## config.mk

```make
export PLATFORM = sky130hd
export DESIGN_NAME = dpi_issue_queue
export DESIGN_NICKNAME = d
export VERILOG_FILES = /design/src/rtl/foxtrot_pkg.sv /design/src/rtl/dpi_issue_queue_rs_oldest_select.sv /design/src/rtl/dpi_issue_queue.sv
export SDC_FILE = /design/constraint.sdc
export NUM_CORES = 2
export LEC_CHECK = 0
export BUFFER_PORTS_ARGS = -buffer_cell sky130_fd_sc_hd__buf_2
export CAP_MARGIN = 20
export CELL_PAD_IN_SITES_DETAIL_PLACEMENT = 0
export CELL_PAD_IN_SITES_GLOBAL_PLACEMENT = 2
export CORE_MARGIN = 2
export CORE_UTILIZATION = 33
export CTS_CLUSTER_DIAMETER = 200
export DETAILED_ROUTE_END_ITERATION = 10
export GPL_TIMING_DRIVEN = 0
export PLACE_DENSITY = 0.84
export SYNTH_ARGS = -nofsm -noshare
export SYNTH_HDL_FRONTEND = slang
export SYNTH_HIERARCHICAL = 1
export SYNTH_SLANG_ARGS = --single-unit
```

## constraint.sdc

```tcl
create_clock -name clk -period 2.59 [get_ports clk]
set_input_delay 0.1295 -clock clk [delete_from_list [all_inputs] [get_ports clk]]
set_output_delay 0.1295 -clock clk [all_outputs]
set_load 0.02 [all_outputs]
```

## src/rtl/foxtrot_pkg.sv

```systemverilog
// Shared types and helpers for the data-processing-immediate issue queue.
//
// Contents:
//   PRN_W_DEF / ID_W_DEF : default physical-register-number and instruction-id widths
//   rs_entry_t           : one reservation-station slot
//   rs_wake              : returns an entry marked ready with a captured operand value
//
// The entry fields are sized by PRN_W_DEF / ID_W_DEF, so a queue instance must
// use these same widths for its PRN_W / ID_W parameters.
package foxtrot_pkg;

    localparam int PRN_W_DEF = 7;
    localparam int ID_W_DEF  = 6;

    typedef struct packed {
        logic                 valid;
        logic                 rdy;
        logic [31:0]          inst;
        logic [63:0]          pc;
        logic [PRN_W_DEF-1:0] src_prn;
        logic [63:0]          val;
        logic [PRN_W_DEF-1:0] out_prn;
        logic [ID_W_DEF-1:0]  inst_id;
    } rs_entry_t;

    function automatic rs_entry_t rs_wake(input rs_entry_t e, input logic [63:0] data);
        rs_entry_t r;
        r     = e;
        r.rdy = 1'b1;
        r.val = data;
        return r;
    endfunction

endpackage

```

## src/rtl/dpi_issue_queue_rs_oldest_select.sv

```systemverilog
// rs_oldest_select: priority encoder that finds the lowest-index asserted
// request. Index 0 is the oldest queue slot, so this picks the oldest ready entry.
//
// Ports:
//   req_i   [DEPTH]         per-slot "ready to issue" flags
//   idx_o   [clog2(DEPTH)]  lowest asserted index (0 when none)
//   found_o                 at least one request asserted
module rs_oldest_select #(
    parameter int DEPTH = 4
) (
    input  logic [DEPTH-1:0]         req_i,
    output logic [$clog2(DEPTH)-1:0] idx_o,
    output logic                     found_o
);

    localparam int IDX_W = $clog2(DEPTH);

    // Scan from the top down so the last hit written is the lowest index.
    always_comb begin
        idx_o   = '0;
        found_o = 1'b0;
        for (int i = DEPTH - 1; i >= 0; i--) begin
            if (req_i[i]) begin
                idx_o   = IDX_W'(i);
                found_o = 1'b1;
            end
        end
    end

endmodule

```

## src/rtl/dpi_issue_queue.sv

```systemverilog
// dpi_issue_queue: reservation station / issue queue feeding the
// data-processing-immediate functional unit.
//
// Holds renamed instructions until their single source operand is available
// (either at dispatch, via same-cycle broadcast bypass, or via a later
// writeback broadcast), then issues the oldest ready entry while the FU is ready.
// Storage is a compacting queue: slot 0 is always the oldest entry.
//
// Ports:
//   clk, rst                         clock, synchronous active-high reset
//   flush                            discard all entries (below rst, above all else)
//   disp_valid / disp_ready          dispatch handshake; disp_ready = count < DEPTH
//   disp_inst, disp_pc               instruction word and PC
//   disp_src_prn/_rdy/_val           source operand tag, ready flag and value
//   disp_out_prn, disp_inst_id       destination PRN and instruction id
//   cdb_valid, cdb_prn, cdb_data     writeback broadcast
//   fu_ready                         FU can accept an instruction this cycle
//   iss_*                            registered issue outputs; iss_inst_valid is a
//                                    one-cycle strobe, data holds between issues
module dpi_issue_queue
    import foxtrot_pkg::*;
#(
    parameter int DEPTH = 4,
    parameter int PRN_W = PRN_W_DEF,
    parameter int ID_W  = ID_W_DEF
) (
    input  logic             clk,
    input  logic             rst,
    input  logic             flush,
    input  logic             disp_valid,
    output logic             disp_ready,
    input  logic [31:0]      disp_inst,
    input  logic [63:0]      disp_pc,
    input  logic [PRN_W-1:0] disp_src_prn,
    input  logic             disp_src_rdy,
    input  logic [63:0]      disp_src_val,
    input  logic [PRN_W-1:0] disp_out_prn,
    input  logic [ID_W-1:0]  disp_inst_id,
    input  logic             cdb_valid,
    input  logic [PRN_W-1:0] cdb_prn,
    input  logic [63:0]      cdb_data,
    input  logic             fu_ready,
    output logic             iss_inst_valid,
    output logic [31:0]      iss_inst,
    output logic [63:0]      iss_pc,
    output logic [63:0]      iss_op0,
    output logic [PRN_W-1:0] iss_out_prn,
    output logic [ID_W-1:0]  iss_inst_id
);

    localparam int CNT_W = $clog2(DEPTH + 1);
    localparam int IDX_W = $clog2(DEPTH);

    rs_entry_t        entries_q [DEPTH];
    rs_entry_t        entries_d [DEPTH];
    rs_entry_t        woken     [DEPTH];
    logic [CNT_W-1:0] count_q, count_d;

    logic             iss_valid_q;
    logic [31:0]      iss_inst_q;
    logic [63:0]      iss_pc_q;
    logic [63:0]      iss_op0_q;
    logic [PRN_W-1:0] iss_out_prn_q;
    logic [ID_W-1:0]  iss_inst_id_q;

    logic [DEPTH-1:0] cand;
    logic [DEPTH-1:0] wake_hit;
    logic [IDX_W-1:0] sel_idx;
    logic             sel_found;
    logic             issue_fire;
    logic             enq_fire;
    rs_entry_t        sel_entry;
    rs_entry_t        enq_entry;

    // Candidates use the registered rdy bit only, so an entry woken on an edge
    // can issue no earlier than the following edge.
    generate
        for (genvar gi = 0; gi < DEPTH; gi++) begin : g_slot
            assign cand[gi]     = entries_q[gi].valid && entries_q[gi].rdy;
            assign wake_hit[gi] = cdb_valid && entries_q[gi].valid && !entries_q[gi].rdy
                                  && (entries_q[gi].src_prn == cdb_prn);
            assign woken[gi]    = wake_hit[gi] ? rs_wake(entries_q[gi], cdb_data)
                                               : entries_q[gi];
        end
    endgenerate

    rs_oldest_select #(
        .DEPTH (DEPTH)
    ) u_select (
        .req_i   (cand),
        .idx_o   (sel_idx),
        .found_o (sel_found)
    );

    assign disp_ready = (count_q < CNT_W'(DEPTH));
    assign issue_fire = sel_found && fu_ready && !flush;
    assign enq_fire   = disp_valid && disp_ready && !flush;
    assign sel_entry  = entries_q[sel_idx];

    // New entry: a broadcast matching the source tag in the dispatch cycle is
    // bypassed straight into the slot so the entry is born ready.
    always_comb begin
        enq_entry         = '0;
        enq_entry.valid   = 1'b1;
        enq_entry.rdy     = disp_src_rdy || (cdb_valid && (cdb_prn == disp_src_prn));
        enq_entry.inst    = disp_inst;
        enq_entry.pc      = disp_pc;
        enq_entry.src_prn = disp_src_prn;
        enq_entry.val     = disp_src_rdy ? disp_src_val : cdb_data;
        enq_entry.out_prn = disp_out_prn;
        enq_entry.inst_id = disp_inst_id;
    end

    // Next state: wakeup, then compaction of the issued slot, then enqueue at
    // the post-compaction tail, with flush overriding everything.
    always_comb begin
        for (int i = 0; i < DEPTH; i++) begin
            entries_d[i] = woken[i];
        end
        count_d = count_q;

        if (issue_fire) begin
            for (int i = 0; i < DEPTH - 1; i++) begin
                if (IDX_W'(i) >= sel_idx) begin
                    entries_d[i] = woken[i + 1];
                end
            end
            entries_d[DEPTH - 1] = '0;
            count_d = count_q - 1'b1;
        end

        if (enq_fire) begin
            for (int i = 0; i < DEPTH; i++) begin
                if (CNT_W'(i) == count_d) begin
                    entries_d[i] = enq_entry;
                end
            end
            count_d = count_d + 1'b1;
        end

        if (flush) begin
            for (int i = 0; i < DEPTH; i++) begin
                entries_d[i] = '0;
            end
            count_d = '0;
        end
    end

    always_ff @(posedge clk) begin
        if (rst) begin
            for (int i = 0; i < DEPTH; i++) begin
                entries_q[i] <= '0;
            end
            count_q       <= '0;
            iss_valid_q   <= 1'b0;
            iss_inst_q    <= '0;
            iss_pc_q      <= '0;
            iss_op0_q     <= '0;
            iss_out_prn_q <= '0;
            iss_inst_id_q <= '0;
        end else begin
            for (int i = 0; i < DEPTH; i++) begin
                entries_q[i] <= entries_d[i];
            end
            count_q     <= count_d;
            iss_valid_q <= issue_fire;
            if (issue_fire) begin
                iss_inst_q    <= sel_entry.inst;
                iss_pc_q      <= sel_entry.pc;
                iss_op0_q     <= sel_entry.val;
                iss_out_prn_q <= sel_entry.out_prn;
                iss_inst_id_q <= sel_entry.inst_id;
            end
        end
    end

    assign iss_inst_valid = iss_valid_q;
    assign iss_inst       = iss_inst_q;
    assign iss_pc         = iss_pc_q;
    assign iss_op0        = iss_op0_q;
    assign iss_out_prn    = iss_out_prn_q;
    assign iss_inst_id    = iss_inst_id_q;

endmodule

```

==> After elaboration in Yosys (flattened, before gate mapping) <==
Memory sizes are Yosys's and may differ from the RTL's. A register that Yosys moved wholly into a read port is not among the register bits.
Index checks and enable logic that the tools add are counted.
{ "op_classes": {"bitwise": 4, "mux": 32, "n_lt_le_gt_ge": 4, "addsub": 2, "n_eq_ne": 8, "n_reduce_logical": 29} }
{ "ops": {"columns": ["cell", "count"], "rows": [
  ["2-to-1 mux 728 bit", 3],
  ["2-to-1 mux 182 bit", 11],
  ["2-to-1 mux 181 bit", 4],
  ["2-to-1 mux 64 bit", 1],
  ["equality test 7 bit", 5],
  ["logical AND 1 bit", 21],
  ["2-to-1 mux 2 bit", 4],
  ["2-to-1 mux 1 bit", 7],
  ["equality test 2 x 3 -> 1 bit (first input constant)", 2],
  ["2-to-1 mux 3 bit", 2],
  ["zero test 1 bit", 5],
  ["greater-or-equal comparator 1 x 2 -> 1 bit (first input constant)", 2],
  ["bitwise OR 1 bit", 4],
  ["adder 3 x 1 -> 3 bit (second input constant)", 1],
  ["equality test 1 x 3 -> 1 bit (first input constant)", 1],
  ["zero test 3 bit", 1],
  ["less-than comparator 3 bit (second input constant)", 1],
  ["subtractor 3 x 1 -> 3 bit (second input constant)", 1],
  ["greater-or-equal comparator 2 bit (first input constant)", 1],
  ["OR reduction 2 bit", 1],
  ["logical OR 1 bit", 1]
]} }
{ "totals": {"memories": 1, "in_bits": 258, "word_cells": 82, "output_inout_bits": 175, "ram_bits": 728, "reg_bits": 4} }
{ "memory_table": {"columns": ["name", "words", "width", "rd", "rd_clocked_by_memory_dff", "wr", "line_no", "source"], "rows": [
  ["entries_q", 4, 182, 5, 1, 4, "dpi_issue_queue.sv:54", "rs_entry_t entries_q [DEPTH];"]
]} }

==> Longest topological paths before layout <==
An unclocked memory read counts as a cell.
{ "logic_depth": {"word_depth": 14, "mapped_depth": 15, "depth_no_buf": 12} }

==> Cells and area by module <==
Netlist, hierarchy kept.
{ "modules_own_cells": {"columns": ["mod", "seq_area_each_um2", "cells_per_inst", "instances", "area_per_inst_um2"], "rows": [
  ["dpi_issue_queue", 18117.4, 5458, 1, 45140.8],
  ["rs_oldest_select", 0.0, 7, 1, 35.0]
]} }

==> Least setup slack after synthesis <==
Ideal clock, no wire load.
{ "synth_path": {"kind": "register to register", "start": "mem entries_q[0][180] (netlist bit)", "end": "mem entries_q[3][151] (netlist bit)", "arrival_ns": 2.743, "required_ns": 2.520, "period_less_slack_ns": 2.813, "setup_slack_ns": -0.223, "path_stages_with_launch": 15, "n_path_buf": 3, "setup_ns": 0.070, "cell_sequence": "dfxtp_1 -> and2_1 -> nor2_1 -> nand2_1 -> nand3b_2 -> clkbuf_1 -> nand2_1 -> o21ai_0 -> ha_1 -> ha_1 -> nand2_1 -> clkbuf_1 -> clkbuf_1 -> nand3_1 -> a21oi_1"} }
{ "synth_rtl": {"columns": ["element", "line_no"], "rows": [
  ["from (decl)", "dpi_issue_queue.sv:54"]
]} }

==> flow_metrics.env <==
export IMPL_worstSetupStartpointType="register"
export IMPL_worst_r2r_cell_count=14
export IMPL_timing_final_hold_violations=0
export IMPL_timing_critical_path_required_ns=3.26
export IMPL_cts_made_buffers=105
export IMPL_wl_per_cell_um=27.4
export IMPL_synth_top_flop_cell="sky130_fd_sc_hd__dfxtp_1"
export IMPL_finalWeightedCongestion=0.916
export IMPL_leakagePower_nw=19.6
export IMPL_critical_path_endpoint_type="register"
export IMPL_routed_via_density=5.89
export IMPL_number_of_design_rule_violations_left_by_the_first_detailed_router_iteration=5631
export IMPL_period_needed_ns=2.67
export IMPL_crit_type="register to register"
export IMPL_finalWirelength_um=224000
export IMPL_core_area_um2=136000
export IMPL_max_cap_viol_count=0
export IMPL_tightest_slew_ns=1.13
export IMPL_flow_area_growth_from_synthesis_pct=30.9
export IMPL_critPathArrivalTime_ns=3.34
export IMPL_crit_chain="and2_4 -> nor2_4 -> nand2_4 -> nand3b_4 -> buf_6 -> o21ai_4 -> ha_2 -> ha_4 -> and2_4 -> buf_12 -> clkbuf_16 -> clkbuf_16 -> nand2_2 -> a21oi_1"
export IMPL_reg2reg_setup_slack_ns=-0.08
export IMPL_critical_path_top_delay_family="buffers and inverters"
export IMPL_timing_critical_path_slowest_cell_delay_ns=0.40
export IMPL_part_of_the_power_in_the_clock_network=0.490
export IMPL_dieWidth_um=374
export IMPL_overall_overflow_remaining_after_global_route=0
export IMPL_share_of_cells_above_drive_strength_1=0.255
export IMPL_dp_cells=7681
export IMPL_wire_length_of_the_first_global_routing_pass_um=319000
export IMPL_worstHoldEndpoint="iss_pc[31]$_SDFFE_PP0P_"
export IMPL_status="finished with violations"
export IMPL_totalPowerFinal_w=0.0327
export IMPL_count_of_flip_flops_with_a_built_in_enable_after_synthesis=0
export IMPL_grt_setup_unrepaired="true"
export IMPL_p_per_area_nw_per_um2=553
export IMPL_intPower_w=0.0243
export IMPL_finalClockSkew_ns=0.0331
export IMPL_violations="setup timing"
export IMPL_clk_pin_slew_ns=0.06
export IMPL_timing_hold_worst_start="flush"
export IMPL_final_core_util=0.436
export IMPL_r2r_start="entries_q[3][181]$_SDFF_PP0_"
export IMPL_buffers_plus_inverters_on_the_worst_setup_path=4
export IMPL_drcViolationCount=0
export IMPL_min_path_cells=5
export IMPL_regToRegEndpoint="entries_q[3][151]$_SDFF_PP0_"
export IMPL_asyncSetResetFlopFracSynth=0
export IMPL_antenna_left=0
export IMPL_slew_violations=0
export IMPL_cts_root_buffer="sky130_fd_sc_hd__clkbuf_16"
export IMPL_unique_masters_post_synth=51
export IMPL_groute_layer_met1_usage=0.392
export IMPL_detailedPlace_worstSlack_ns=-1.67
export IMPL_global_route_usage_met2=0.487
export IMPL_crit_fanout=8
export IMPL_min_path_type="input pin to register"
export IMPL_slew_headroom=0.243
export IMPL_post_syn_area_per_cell_um2=8.27
export IMPL_post_dp_hpwl_um=156000
export IMPL_area_share_of_the_largest_cell_type_after_synthesis=0.401
export IMPL_crit_path_top_delay_cell="sky130_fd_sc_hd__dfxtp_4"
export IMPL_layout_nets=6557
export IMPL_iteration_count_of_the_initial_detailed_routing_pass=6
export IMPL_synth_fp_nets=5729
export IMPL_placement_io_buffers=424
export IMPL_finalNonFillerCells=8174
export IMPL_ys_seq_area_frac=0.401
export IMPL_power_share_combinational=0.079
export IMPL_setup_viol_count_final=62
export IMPL_vdd_ir_drop_worst_uv=519
export IMPL_power_share_switching=0.258
export IMPL_num_vias=48200
export IMPL_first_global_vias=46600
export IMPL_synth_largest_area_cell="sky130_fd_sc_hd__dfxtp_1"
export IMPL_syn_area_um2=45200
export IMPL_antenna_violations_before_repair=19
export IMPL_synthTopCellsByArea="sky130_fd_sc_hd__dfxtp_1 (40%), sky130_fd_sc_hd__nand2_1 (10%), sky130_fd_sc_hd__mux4_2 (8.6%)"
export IMPL_top_level_ports=433
export IMPL_globalRoute_busiestLayer="met2"
export IMPL_net_switching_power_figure_w=0.00843
export IMPL_tritoncts="built"
export IMPL_track_usage=0.305
export IMPL_timing_fmax_mhz=375
export IMPL_fp_dieH_um=374
export IMPL_synth_seq_cells=905
export IMPL_initial_utilization=0.333
export IMPL_floorplan_rows=135
export IMPL_synthCells=5465
export IMPL_max_clock_path_buffers=3
export IMPL_final_min_period_over_clock_period=1.03
export IMPL_htree_num_levels=3
export IMPL_clock_sinks=905
export IMPL_clock_insertion_delay_worst_skew_ns=0.76
export IMPL_largest_net_degree_at_the_start_of_global_routing=20
export IMPL_sequential_share_of_power=0.432
export IMPL_groute_layer_met3_usage=0.0699
export IMPL_final_setup_worst_slack_ns=-0.0774
export IMPL_ys_warnings_count=6
export IMPL_die_footprint_um2=140000
[sequential cells by signal, summed over array words and instances (netlist names)]
signal	flops
entries_q	728
iss_inst_valid	1
iss_inst	32
iss_out_prn	7
iss_inst_id	6
iss_op0	64
iss_pc	64
count_q	3
[tightest hold or removal path, cell delays in order]
cell                       delay, ns
sky130_fd_sc_hd__buf_2          0.16
sky130_fd_sc_hd__nor2_1         0.08
sky130_fd_sc_hd__clkbuf_2       0.26
sky130_fd_sc_hd__nand2_1        0.14
sky130_fd_sc_hd__a21oi_1        0.06
[final cells by class]
cell class / count / area, um^2
Fill cell: 13600 / 76500
Multi-Input combinational cell: 3978 / 25800
Sequential cell: 905 / 18100
Timing Repair Buffer: 725 / 5420
Buffer: 569 / 3910
Clock buffer: 147 / 3080
Tap cell: 1781 / 2230
Clock inverter: 47 / 557
Inverter: 9 / 33.8
Antenna cell: 13 / 32.5
[cell usage in the layout, fill, tap and decap left out, types with 19 or more instances in the layout]
master	instances
sky130_fd_sc_hd__a21oi_2	62
sky130_fd_sc_hd__mux2_2	180
sky130_fd_sc_hd__a221oi_2	38
sky130_fd_sc_hd__a31oi_1	131
sky130_fd_sc_hd__nand3_1	244
sky130_fd_sc_hd__clkinv_2	26
sky130_fd_sc_hd__nand2_4	50
sky130_fd_sc_hd__buf_4	66
sky130_fd_sc_hd__or2_1	35
sky130_fd_sc_hd__a21oi_1	361
sky130_fd_sc_hd__clkbuf_1	193
sky130_fd_sc_hd__dfxtp_1	900
sky130_fd_sc_hd__nor2_1	354
sky130_fd_sc_hd__clkbuf_4	48
sky130_fd_sc_hd__xnor2_1	30
sky130_fd_sc_hd__or2_2	30
sky130_fd_sc_hd__nand2_1	1181
sky130_fd_sc_hd__a21o_1	129
sky130_fd_sc_hd__buf_8	19
sky130_fd_sc_hd__buf_2	492
sky130_fd_sc_hd__dlygate4sd3_1	248
sky130_fd_sc_hd__mux4_2	173
sky130_fd_sc_hd__a221oi_1	27
sky130_fd_sc_hd__a311oi_1	341
sky130_fd_sc_hd__clkbuf_16	127
sky130_fd_sc_hd__o21ai_0	498
sky130_fd_sc_hd__buf_12	25
sky130_fd_sc_hd__clkbuf_2	120
sky130_fd_sc_hd__clkbuf_8	51
sky130_fd_sc_hd__buf_6	39
[how the worst max path moves through the flow]
stage	from	end	cells past startpoint
floorplan	entries_q[3][180]$_SDFF_PP0_	entries_q[3][180]$_SDFF_PP0_	15
global placement	entries_q[3][181]$_SDFF_PP0_	entries_q[3][180]$_SDFF_PP0_	15
detailed placement	entries_q[3][181]$_SDFF_PP0_	entries_q[1][18]$_SDFF_PP0_	14
CTS	entries_q[3][181]$_SDFF_PP0_	entries_q[3][128]$_SDFF_PP0_	15
global route	entries_q[3][181]$_SDFF_PP0_	entries_q[3][123]$_SDFF_PP0_	13
finish	entries_q[3][181]$_SDFF_PP0_	entries_q[3][151]$_SDFF_PP0_	14
[cells in the mapped netlist (all sizes together), types with 9 or more instances]
| library cell | count |
|---|---|
| mux4 | 173 |
| a31oi | 132 |
| clkbuf | 392 |
| nand2 | 1243 |
| buf | 181 |
| or2 | 66 |
| a21o | 129 |
| dfxtp | 905 |
| nand3 | 244 |
| a221oi | 66 |
| a311oi | 348 |
| a21oi | 423 |
| nor2 | 358 |
| xnor2 | 32 |
| o21ai | 514 |
| mux2 | 192 |
| inv | 9 |
[cell families (layout without fill, tap and decap cells)]
family / Yosys count / count (layout) / share of synthesized area
mux: 365 / 365 / 0.134
fa+ha+maj: 6 / 6 / 0.00166
xor+xnor: 38 / 38 / 0.00737
buf+inv: 582 / 1497 / 0.0533
other cells: 0 / 13 / 0
flops: 905 / 905 / 0.401
compound gates: 1621 / 1621 / 0.226
simple gates: 1948 / 1948 / 0.177
[metal layers]
metal,part of all wire,wire [um]
met3,0.10,23000
met5,0.00055,123
met2,0.45,102000
met4,0.047,10600
met1,0.40,88600
[power groups by stage]
stage | logic [W] | clock network [W] | registers [W]
global placement | 0.00202 | 0 | 0.0144
finish | 0.00258 | 0.0160 | 0.0141
floorplan | 0.000981 | 0 | 0.0144
CTS | 0.00243 | 0.0161 | 0.0141
detailed placement | 0.00204 | 0 | 0.0144
global route | 0.00269 | 0.0166 | 0.0141
[metrics by stage]
stage,cell area [um^2],TNS (ns),hold WS (ns)
5_1_grt,59100,-6.56,0.162
6_report,59100,-2.31,0.123
3_3_place_gp,49600,-1168.36,0.409
2_1_floorplan,45200,0,0.266
4_1_cts,57500,-0.105,-0.355
3_5_place_dp,49800,-1152.16,0.414
[what timing repair did]
action | CTS | global route
hold buffers | 247 | 1
buffers inserted | 21 | 7
hold endpoints to repair | 726 | 4
endpoints found under the setup margin | 902 | 797
pin swaps | 11 | 96
resized for setup | 501 | 444
gates cloned | 2 | 12
Note: power is estimated with default switching activity, not from simulation.
